===== config.mk =====
export PLATFORM = sky130hd
export DESIGN_NAME = crc32_stream
export DESIGN_NICKNAME = d
export VERILOG_FILES = /design/src/rtl/crc32_stream.sv
export SDC_FILE = /design/constraint.sdc
export NUM_CORES = 1
export LEC_CHECK = 0
export ABC_AREA = 0
export CAP_MARGIN = 20
export CELL_PAD_IN_SITES_DETAIL_PLACEMENT = 0
export CELL_PAD_IN_SITES_GLOBAL_PLACEMENT = 1
export CORE_ASPECT_RATIO = 1.25
export CORE_MARGIN = 4
export CORE_UTILIZATION = 25
export CTS_CLUSTER_DIAMETER = 200
export DETAILED_ROUTE_END_ITERATION = 12
export DONT_BUFFER_PORTS = 1
export MAX_ROUTING_LAYER = met4
export PLACE_DENSITY_LB_ADDON = 0.15
export SETUP_SLACK_MARGIN = 0.3
export SYNTH_ARGS = -nofsm -noshare
export SYNTH_HDL_FRONTEND = slang
export SYNTH_SLANG_ARGS = --single-unit

===== constraint.sdc =====
create_clock -name clk -period 2.56 [get_ports clk]
set_input_delay 0.256 -clock clk [delete_from_list [all_inputs] [get_ports clk]]
set_output_delay 0.256 -clock clk [all_outputs]
set_load 0.05 [all_outputs]

===== src/rtl/crc32_stream.sv =====
// -----------------------------------------------------------------------------
// crc32_stream
//
// Streaming CRC-32 engine producing zlib/PNG chunk checksums
// (poly 0x04C11DB7, reflected in/out, preset INIT_VAL, final XOR XOR_OUT).
// Bytes arrive packed MSB-first in DATA_WD-bit beats. BYTES_PER_CYC bytes
// are folded per clock. A beat wider than one fold step is parked in a hold
// register and drained in the FOLD state.
//
// Ports:
//   clk, rst   clock, asynchronous active-high reset
//   start_i    preset the CRC register and (re)enter RUN; aborts any message
//   val_i      beat valid
//   rdy_o      beat can be accepted this cycle (decoded from state only)
//   dat_i      beat, first byte in dat_i[DATA_WD-1 -: 8]
//   lst_i      beat is the last of the message (sampled on accept)
//   bcnt_i     valid bytes in a last beat, counted from the MSB byte
//   done_o     one-cycle pulse when the CRC is complete
//   val_o      level, dat_o holds the final CRC
//   dat_o      reflect(crc_r) ^ XOR_OUT
//
// Handshake: a beat transfers on a rising clock edge where val_i=1,
// rdy_o=1 and start_i=0. rdy_o never looks at val_i, and start_i wins
// over a simultaneous beat, which is then dropped.
// -----------------------------------------------------------------------------
module crc32_stream #(
    parameter int          DATA_WD       = 32,
    parameter int          BYTES_PER_CYC = 1,
    parameter logic [31:0] INIT_VAL      = 32'hFFFF_FFFF,
    parameter logic [31:0] XOR_OUT       = 32'hFFFF_FFFF,
    parameter int          BCNT_WD       = $clog2(DATA_WD / 8) + 1
) (
    input  logic               clk,
    input  logic               rst,
    input  logic               start_i,
    input  logic               val_i,
    output logic               rdy_o,
    input  logic [DATA_WD-1:0] dat_i,
    input  logic               lst_i,
    input  logic [BCNT_WD-1:0] bcnt_i,
    output logic               done_o,
    output logic               val_o,
    output logic [31:0]        dat_o
);

    localparam int NB    = DATA_WD / 8;
    localparam int BPC   = BYTES_PER_CYC;
    localparam int BPC_W = BPC * 8;

    localparam logic [31:0]        POLY  = 32'h04C1_1DB7;
    localparam logic [BCNT_WD-1:0] NB_C  = BCNT_WD'(NB);
    localparam logic [BCNT_WD-1:0] BPC_C = BCNT_WD'(BPC);

    typedef enum logic [1:0] {
        IDLE = 2'd0,
        RUN  = 2'd1,
        FOLD = 2'd2,
        DONE = 2'd3
    } state_t;

    state_t               state;
    logic [31:0]          crc_r;
    logic [DATA_WD-1:0]   hold_r;   // unfolded bytes of the current beat, MSB aligned
    logic [BCNT_WD-1:0]   rem_r;    // bytes still waiting in hold_r
    logic                 last_r;   // current beat closes the message

    logic [BCNT_WD-1:0]   beat_bytes;
    logic [BCNT_WD-1:0]   first_n;
    logic [BCNT_WD-1:0]   rest_n;
    logic [BCNT_WD-1:0]   fold_n;
    logic [BCNT_WD-1:0]   rem_after;
    logic [BCNT_WD-1:0]   n_sel;
    logic [BPC_W-1:0]     src;
    logic [31:0]          stage [0:BPC];
    logic [31:0]          crc_fold;

    function automatic logic [7:0] reflect8(input logic [7:0] b);
        logic [7:0] r;
        r = '0;
        for (int i = 0; i < 8; i++) begin
            r[i] = b[7-i];
        end
        return r;
    endfunction

    function automatic logic [31:0] reflect32(input logic [31:0] w);
        logic [31:0] r;
        r = '0;
        for (int i = 0; i < 32; i++) begin
            r[i] = w[31-i];
        end
        return r;
    endfunction

    // One byte through the non-reflected (MSB-first) register. Reflecting
    // the input byte here and the register on output gives the reflected CRC.
    function automatic logic [31:0] fold_byte(input logic [31:0] c, input logic [7:0] b);
        logic [31:0] r;
        r = c ^ {reflect8(b), 24'h0};
        for (int i = 0; i < 8; i++) begin
            r = r[31] ? ((r << 1) ^ POLY) : (r << 1);
        end
        return r;
    endfunction

    always_comb begin
        // Byte count of the incoming beat; oversize counts clamp to a full beat.
        if (lst_i) begin
            beat_bytes = (bcnt_i > NB_C) ? NB_C : bcnt_i;
        end else begin
            beat_bytes = NB_C;
        end
        first_n   = (beat_bytes > BPC_C) ? BPC_C : beat_bytes;
        rest_n    = beat_bytes - first_n;
        fold_n    = (rem_r > BPC_C) ? BPC_C : rem_r;
        rem_after = rem_r - fold_n;

        if (state == FOLD) begin
            src   = hold_r[DATA_WD-1 -: BPC_W];
            n_sel = fold_n;
        end else begin
            src   = dat_i[DATA_WD-1 -: BPC_W];
            n_sel = first_n;
        end

        // Cascade of BPC byte stages; the tap mux picks the output after
        // n_sel stages so a short final step folds only its valid bytes.
        stage[0] = crc_r;
        for (int i = 0; i < BPC; i++) begin
            stage[i+1] = fold_byte(stage[i], src[BPC_W-1-8*i -: 8]);
        end
        crc_fold = crc_r;
        for (int k = 1; k <= BPC; k++) begin
            if (n_sel == BCNT_WD'(k)) begin
                crc_fold = stage[k];
            end
        end
    end

    always_ff @(posedge clk or posedge rst) begin
        if (rst) begin
            state  <= IDLE;
            crc_r  <= INIT_VAL;
            hold_r <= '0;
            rem_r  <= '0;
            last_r <= 1'b0;
            done_o <= 1'b0;
            val_o  <= 1'b0;
        end else begin
            done_o <= 1'b0;
            if (start_i) begin
                state  <= RUN;
                crc_r  <= INIT_VAL;
                rem_r  <= '0;
                last_r <= 1'b0;
                val_o  <= 1'b0;
            end else begin
                case (state)
                    RUN: begin
                        if (val_i) begin
                            crc_r  <= crc_fold;
                            hold_r <= dat_i << BPC_W;
                            rem_r  <= rest_n;
                            last_r <= lst_i;
                            if (rest_n != '0) begin
                                state <= FOLD;
                            end else if (lst_i) begin
                                state  <= DONE;
                                done_o <= 1'b1;
                                val_o  <= 1'b1;
                            end
                        end
                    end
                    FOLD: begin
                        crc_r  <= crc_fold;
                        hold_r <= hold_r << BPC_W;
                        rem_r  <= rem_after;
                        if (rem_after == '0) begin
                            if (last_r) begin
                                state  <= DONE;
                                done_o <= 1'b1;
                                val_o  <= 1'b1;
                            end else begin
                                state <= RUN;
                            end
                        end
                    end
                    default: begin
                        // IDLE and DONE wait for start_i; beats are ignored.
                    end
                endcase
            end
        end
    end

    assign rdy_o = (state == RUN);
    assign dat_o = reflect32(crc_r) ^ XOR_OUT;

endmodule


### Word level (Yosys, flattened, before mapping)

Cells that the tools add are included.

* register bits: 72
* bits of input ports: 40
* logic and storage cells: 91

* add/sub/neg operators: 2
* magnitude comparators: 3
* equality and inequality tests: 10
* muxes and demuxes: 47
* bitwise gates (word level): 11
* reductions and logical operators: 11

Operators with widths (number)
* 2-to-1 mux 27 bit: 8
* 2-to-1 mux 32 bit: 4
* case mux 32 bit (2 select lines): 2
* NOT 14 bit: 8
* NOT 32 bit: 1
* bitwise XOR 32 bit: 1
* 2-to-1 mux 3 bit: 7
* 2-to-1 mux 1 bit: 15
* 2-to-1 mux 2 bit: 6
* != test 3 bit, second input constant: 3
* 2-to-1 mux 8 bit: 1
* greater-than comparator 3 x 1 -> 1 bit, second input constant: 2
* != test 3 x 2 -> 1 bit, second input constant: 2
* case mux 3 bit (2 select lines): 1
* AND reduction 6 bit: 1
* nonzero test 2 bit: 3
* nonzero test 3 bit: 2
* subtractor 3 bit: 2
* != test 4 x 2 -> 1 bit, second input constant: 1
* case mux 1 bit (2 select lines): 2
* case mux 2 bit (2 select lines): 1
* AND reduction 2 bit: 2
* AND reduction 4 bit: 1
* == test 3 x 1 -> 1 bit, second input constant: 1
* other kinds (7): 7

### Longest topological paths before layout

Gate-level depths: netlist of run 1.

* depth after elaboration: 23
* mapped depth: 12
* gate-level depth less buffers: 10

### Worst setup path before layout of run 1

No wires, ideal clock.

* path type: reg2reg
* start: register state[1]
* end: register crc_r[3]
* library setup time: 0.073 ns
* arrival: 2.406 ns
* setup slack: 0.081 ns
* cell stages (with the launch flop): 11
* buffers on the path: 2
* period minus slack after synthesis: 2.479 ns
* cell sequence: dfrtp_1 inv_1 ha_1 nor2_1 or2_2 a221oi_1 or2_2 clkbuf_1 clkbuf_1 nor2_1 a21oi_1

* elaborated cells between the ends (all ways): 21
* classes of those cells: eq/ne (4); mux (11); bitwise (4); reduce/logical (2)

RTL lines
* start: declaration: line 61 `state_t state;`
* start signal: assignment: line 142 `state <= IDLE;`
* start signal: assignment: line 152 `state <= RUN;`
* start signal: assignment: line 166 `state <= FOLD;`
* == test 2 x 1 -> 1 bit (*)
* via rdy_o: line 37 `output logic rdy_o,`
* case mux 32 bit (2 select lines), or another cell as far along: line 158 `case (state)`
* 2-to-1 mux 32 bit / AND reduction 2 bit (equally long branches)
* end signal: assignment: line 161 `crc_r <= crc_fold;`
* end signal: assignment: line 175 `crc_r <= crc_fold;`
* end: declaration: line 62 `logic [31:0] crc_r;`

Mark *: on every way through the listed nets, which the timed path passes. The rest lies on a longest branch. The select of a mux whose other input is x is not followed.
A chain may end at the register's enable or synchronous reset.

### Worst setup path after layout of run 1

* start: register state[0]
* end: register crc_r[12]

* longest elaborated chain between the ends: 20
* elaborated cells between the ends (all ways): 28
* classes of those cells: eq/ne (4); mux (14); bitwise (8); reduce/logical (2)

Ends and longest elaborated chain
* == test 2 bit: line 118, 158
* 2-to-1 mux 8 bit: line 118 `if (state == FOLD) begin`
* bitwise XOR 32 bit: line 99 `r = c ^ {reflect8(b), 24'h0};`
* 2-to-1 mux 27 bit (2 in series): line 101 `r = r[31] ? ((r << 1) ^ POLY) : (r << 1);`
* NOT 14 bit (no line)
* 2-to-1 mux 27 bit: line 101
* NOT 14 bit (no line)
* 2-to-1 mux 27 bit (2 in series): line 101
* [... 2 more ...]
* NOT 14 bit (no line)
* 2-to-1 mux 27 bit: line 101
* NOT 14 bit (no line)
* 2-to-1 mux 27 bit: line 101
* 2-to-1 mux 32 bit: line 134 `if (n_sel == BCNT_WD'(k)) begin`
* 2-to-1 mux 32 bit: line 160 `if (val_i) begin`
* case mux 32 bit (2 select lines): line 158
* 2-to-1 mux 32 bit: line 151 `if (start_i) begin`

Several ways; a longest one is shown, not always the timed one. The select of a mux whose other input is x is not followed.

==> results of run 1 <==
## per-layer routing
layer  global-route usage  routed length (um)
met1                0.153                4290
met2                0.202                5210
met3               0.0362                 512
met4               0.0563                 187
met5                    -                   0
## layout make-up
type / count / share of cell area
Clock buffer: 10 / 0.0471
Inverter: 40 / 0.0296
Timing Repair Buffer: 48 / 0.0948
Tap cell: 182 / 0.0449
Sequential cell: 64 / 0.324
Clock inverter: 6 / 0.00864
Multi-Input combinational cell: 272 / 0.451
## power breakdown
part	leakage (nW)	internal [mW]	switching, mW
Sequential	0.737	1.54	0.367
Combinational	1.33	2.80	3.09
Clock	0.139	0.684	0.489
## cell usage in the layout, fill, tap and decap left out, types with 8 or more instances in the layout
| cell | count |
|---|---|
| nor2_1 | 40 |
| mux2i_4 | 8 |
| buf_4 | 33 |
| xnor2_1 | 40 |
| o21ai_0 | 28 |
| mux2i_1 | 17 |
| dfrtp_1 | 31 |
| clkbuf_16 | 10 |
| xnor2_2 | 9 |
| dfstp_2 | 32 |
| nand2b_1 | 10 |
| inv_1 | 38 |
| nand2_1 | 32 |
| a21oi_1 | 28 |
## repair_timing
item / CTS / global route
endpoints found under the setup margin: 33 / 32
hold endpoints to repair: 34 / 0
hold buffers: 2 / 0
pin swaps: 3 / 15
resized for setup: 13 / 40
buffers inserted: 17 / 6
cloned: 0 / 1
## path summary, 6_finish.rpt
check / from / to / slack [ps] / cells past startpoint
min reg2reg: hold_r[20] / hold_r[20] / 480 / 2
min in group asynchronous: rst / val_o / 490 / 2
max in group asynchronous: rst / crc_r[31] / 1360 / 3
max reg2reg: state[0] / crc_r[12] / 360 / 9
min: lst_i / last_r / 60 / 2
max: state[0] / crc_r[12] / 360 / 9
## metrics by stage
stage	hold slack [ps]	utilization	total power, mW	std cells
after CTS	40.0	0.319	8.34	615
after detailed placement	297	0.283	6.74	580
after floorplan	398	-	5.57	394
final	56.8	0.340	8.97	622
after global placement	307	0.283	6.75	580
after global routing	54.7	0.340	9.62	622
## state kept, by name, summed over array words and instances, names as in the netlist
signal,flops
rem_r,3
done_o,1
hold_r,24
crc_r,32
last_r,1
state,2
val_o,1
## cells by family after synthesis
group	after synthesis	share of synthesized area
buf+inv	58	0.0602
simple gates	97	0.113
flops	64	0.434
fa+ha+maj	6	0.0199
compound gates	72	0.104
xor+xnor	71	0.200
mux	26	0.0692
## worst register-to-register path, cell delays in order (launching register included)
cell and delay (ps):
dfrtp_1 390, inv_2 70, ha_4 170, buf_12 130
mux2i_4 280, xnor2_4 200, xor2_4 240, xnor2_2 180
xnor3_1 360, a21oi_2 120
==> flow_metrics.env, run 1 <==
export IMPL_status="completed"
export IMPL_peakVddDrop_v=0.000663
export IMPL_max_stage_delay_ps=390
export IMPL_syn_nets=440
export IMPL_rows=50
export IMPL_rsz0062_at_grt="true"
export IMPL_clock_latency_ps=340
export IMPL_grt_pass1_wl_mm=16.4
export IMPL_io_buffers=0
export IMPL_fmax_mhz=455
export IMPL_ys_seq_elements=64
export IMPL_cp_top_family="XOR/XNOR gates"
export IMPL_synth_top_area_cell="dfstp_2"
export IMPL_synth_common_cells="49 x xnor2_1, 40 x inv_1, 40 x nor2_1"
export IMPL_critPathLaunchType="flop"
export IMPL_cts_buffers_inserted=9
export IMPL_finClkSkew_ps=6.75
export IMPL_multi_input_area_mm2=0.00228
export IMPL_htreeDepth=3
export IMPL_maxCapViolCount=0
export IMPL_synthDistinctLibCells=36
export IMPL_syn2layout_area_growth_pct=34.1
export IMPL_clkTransAtPathRegs_ps=60
export IMPL_start_util=0.254
export IMPL_period_share=0.859
export IMPL_drt_iter0_markers=86
export IMPL_grt_total_usage=0.128
export IMPL_core_mm2=0.0149
export IMPL_placed_cell_area_mm2=0.00421
export IMPL_grt_antenna_before_repair=0
export IMPL_yosysTopAreaCellShare=0.222
export IMPL_gp_congestion=0.750
export IMPL_num_fill_cells=1562
export IMPL_worstPathCellList="inv_2, ha_4, buf_12, mux2i_4, xnor2_4, xor2_4, xnor2_2, xnor3_1, a21oi_2"
export IMPL_grt_remaining_overflow=0
export IMPL_synthTopCellsByArea="dfstp_2 22%, dfrtp_1 21%, xnor2_1 11%"
export IMPL_die_x_um=118
export IMPL_synth_avg_cell_area_um2=9.60
export IMPL_antenna_left=0
export IMPL_die_h_um=146
export IMPL_final_nets=481
export IMPL_clockBufferDepth=2
export IMPL_routed_wl_mm=10.2
export IMPL_min_path_type="in -> reg"
export IMPL_cts_tree="yes"
export IMPL_hpwl_mm=7.24
export IMPL_dp_slack_ps=65.2
export IMPL_syn_area_mm2=0.00378
export IMPL_seq_area_mm2=0.00164
export IMPL_vias=2672
export IMPL_slowest_stage="dfrtp_1"
export IMPL_synthArstFlopShare=1.00
export IMPL_first_pass_iters=4
export IMPL_dieArea_mm2=0.0172
export IMPL_hold_viol=0
export IMPL_yosysSeqAreaShare=0.434
export IMPL_syn_inst=394
export IMPL_crit_type="reg -> reg"
export IMPL_ys_flop_type="dfstp_2"
export IMPL_tns_ps=0
export IMPL_yosysMostFrequentCell="xnor2_1"
export IMPL_design_area_mm2=0.00507
export IMPL_crit_required_ps=2830
export IMPL_worst_slew_pin_slew_ps=696
export IMPL_wl_per_cell_um=16.4
export IMPL_drc_errors=0
export IMPL_setup_viol=0
export IMPL_grt_pass1_vias=2833
export IMPL_synth_edff_count=0
export IMPL_yosysWarnings=0
export IMPL_crit_buf_inv=2
export IMPL_slew_violations=0
export IMPL_cp_data_arrival_time_ps=2470
export IMPL_antenna_cells=0
export IMPL_setup_slack_ps=361
export IMPL_power_leakage_nw=2.20
export IMPL_relSlewSlack=0.535
export IMPL_drive_gt1_frac=0.334
export IMPL_powerDensity_mw_per_mm2=1770
export IMPL_clock_sinks=64
export IMPL_grt_max_degree=49
export IMPL_endpoint_kind="flop"
export IMPL_cts_root_buffer_cell="clkbuf_16"
export IMPL_pin_count=75
export IMPL_period_minus_slack_ps=2200
export IMPL_routed_via_density=4.30
export IMPL_critPathMaxFanout=3
Power figures use the tool's default switching activity.
==> run 2: changes to the inputs <==
Settings changed: CORE_UTILIZATION 25 to 44.
==> run 2 against run 1 <==
  * Global-route usage rose by 5.9 points
  * Cell area fell by 6.4%
  * Count of clock-buffer cells in the layout stayed put
  * Critical path depth is 1 higher
  * Largest cell class unchanged
  * First-iteration DRC count shrank 8.1%
  * Wire length is 13% lower
  * Highest routed layer unchanged
==> flow_metrics.env, run 2 (synthesis gave the netlist of run 1 again) <==
export IMPL_rsz0062_at_grt="true"
export IMPL_critPathLaunchType="flop"
export IMPL_layout_commonest_cell="xnor2_1"
export IMPL_clockBufferDepth=2
export IMPL_first_pass_iters=4
export IMPL_grt_remaining_overflow=0
export IMPL_die_x_um=90.9
export IMPL_grt_antenna_before_repair=0
export IMPL_endpoint_kind="flop"
export IMPL_startpoint="state[0]"
export IMPL_largest_register="crc_r"
export IMPL_tns_ps=0
export IMPL_worst_slew_pin_slew_ps=726
export IMPL_htreeDepth=3
export IMPL_wl_per_cell_um=16.5
export IMPL_core_mm2=0.00829
export IMPL_crit_required_ps=2850
export IMPL_timing_rr_start="state[0]"
export IMPL_reg_top3="crc_r x32, hold_r x24, rem_r x3"
export IMPL_routed_wl_mm=8.86
export IMPL_clkTransAtPathRegs_ps=70
export IMPL_holdWs_ps=39.9
export IMPL_grt_pass1_vias=2729
export IMPL_grt_pass1_wl_mm=14.4
export IMPL_status="completed"
export IMPL_relSlewSlack=0.515
export IMPL_syn2layout_area_growth_pct=25.5
export IMPL_worstHoldStart="dat_i[0]"
export IMPL_finClkSkew_ps=5.78
export IMPL_die_h_um=112
export IMPL_drc_errors=0
export IMPL_clock_latency_ps=350
export IMPL_hpwl_mm=6.22
export IMPL_maxCapViolCount=0
export IMPL_crit_type="reg -> reg"
export IMPL_dieArea_mm2=0.0102
export IMPL_period_share=0.900
export IMPL_period_minus_slack_ps=2300
export IMPL_slew_violations=0
export IMPL_antenna_cells=0
export IMPL_setup_viol=0
export IMPL_layout_cells_non_filler=537
export IMPL_critPathMaxFanout=6
export IMPL_cp_data_arrival_time_ps=2590
export IMPL_drt_iter0_markers=79
export IMPL_rows=37
export IMPL_fmax_mhz=434
export IMPL_antenna_left=0
export IMPL_drive_gt1_frac=0.314
export IMPL_place_inst=491
export IMPL_grt_total_usage=0.187
export IMPL_cts_buffers_inserted=9
export IMPL_largest_reg_flops=32
export IMPL_vias=2653
export IMPL_grt_max_degree=49
export IMPL_io_buffers=0
export IMPL_gp_congestion=0.879
export IMPL_clock_sinks=64
export IMPL_mostFrequentLayoutCells="41 x xnor2_1, 40 x nor2_1, 38 x inv_1"
export IMPL_final_nets=481
export IMPL_min_path_type="in -> reg"
export IMPL_routed_via_density=4.94
export IMPL_hold_viol=0
export IMPL_cts_tree="yes"
export IMPL_utilization=0.573
export IMPL_start_util=0.456
export IMPL_cts_root_buffer_cell="clkbuf_8"
export IMPL_pin_count=75
export IMPL_num_fill_cells=731
==> run 2: worst paths after layout <==
check	endpoint	slack [ps]	depth (start not counted)
max in group asynchronous	crc_r[24]	1370	3
worst min-delay path	hold_r[8]	40	2
min in group asynchronous	val_o	490	2
worst max register to register	crc_r[12]	260	10
worst max-delay path	crc_r[12]	260	10
worst min register to register	hold_r[12]	480	2
==> run 2: per-stage QoR <==
stage / setup WS [ps] / area (um2)
global placement: 145 / 4080
finish: 256 / 4750
global route: 147 / 4750
floorplan: 302 / 3860
CTS: 244 / 4390
detailed placement: 88.4 / 4080
==> run 2: area by class of cell <==
type	count	area (um2)	area share
clock buffers	10	128	0.0269
clock inverters	6	60.1	0.0127
inverters	40	150	0.0316
multi-input cells	272	2210	0.465
flip-flops and latches	64	1640	0.346
well taps	97	121	0.0256
repair buffers	48	438	0.0923
==> run 2: per-layer routing <==
layer  vias to the layer above  global-route usage  part of all wire
li1                       1331                   -                 -
met1                      1258               0.213              0.41
met2                        49               0.317              0.53
met3                        15              0.0486             0.039
met4                         0              0.0724             0.021
met5                         -                   -                 0
==> run 2: worst max-delay path, stage by stage, from the launching register on <==
cell	delay, ps
dfrtp_1	400
inv_2	80
ha_4	190
buf_4	140
mux2i_4	280
xnor2_4	160
buf_12	140
xor2_4	180
xor2_2	200
xnor3_1	340
a21oi_2	120
==> run 2: repair_timing <==
action,4_1_cts,5_1_grt
endpoints found under the hold margin,10,0
cloned,0,0
resized for setup,6,32
hold buffers,2,0
setup endpoints to repair,33,33
setup buffers,10,18
pin swaps,3,13
Power of run 2 is left out: the tool's default activity adds up to more than one toggle a clock period on the data nets, which glitch-free logic cannot reach.
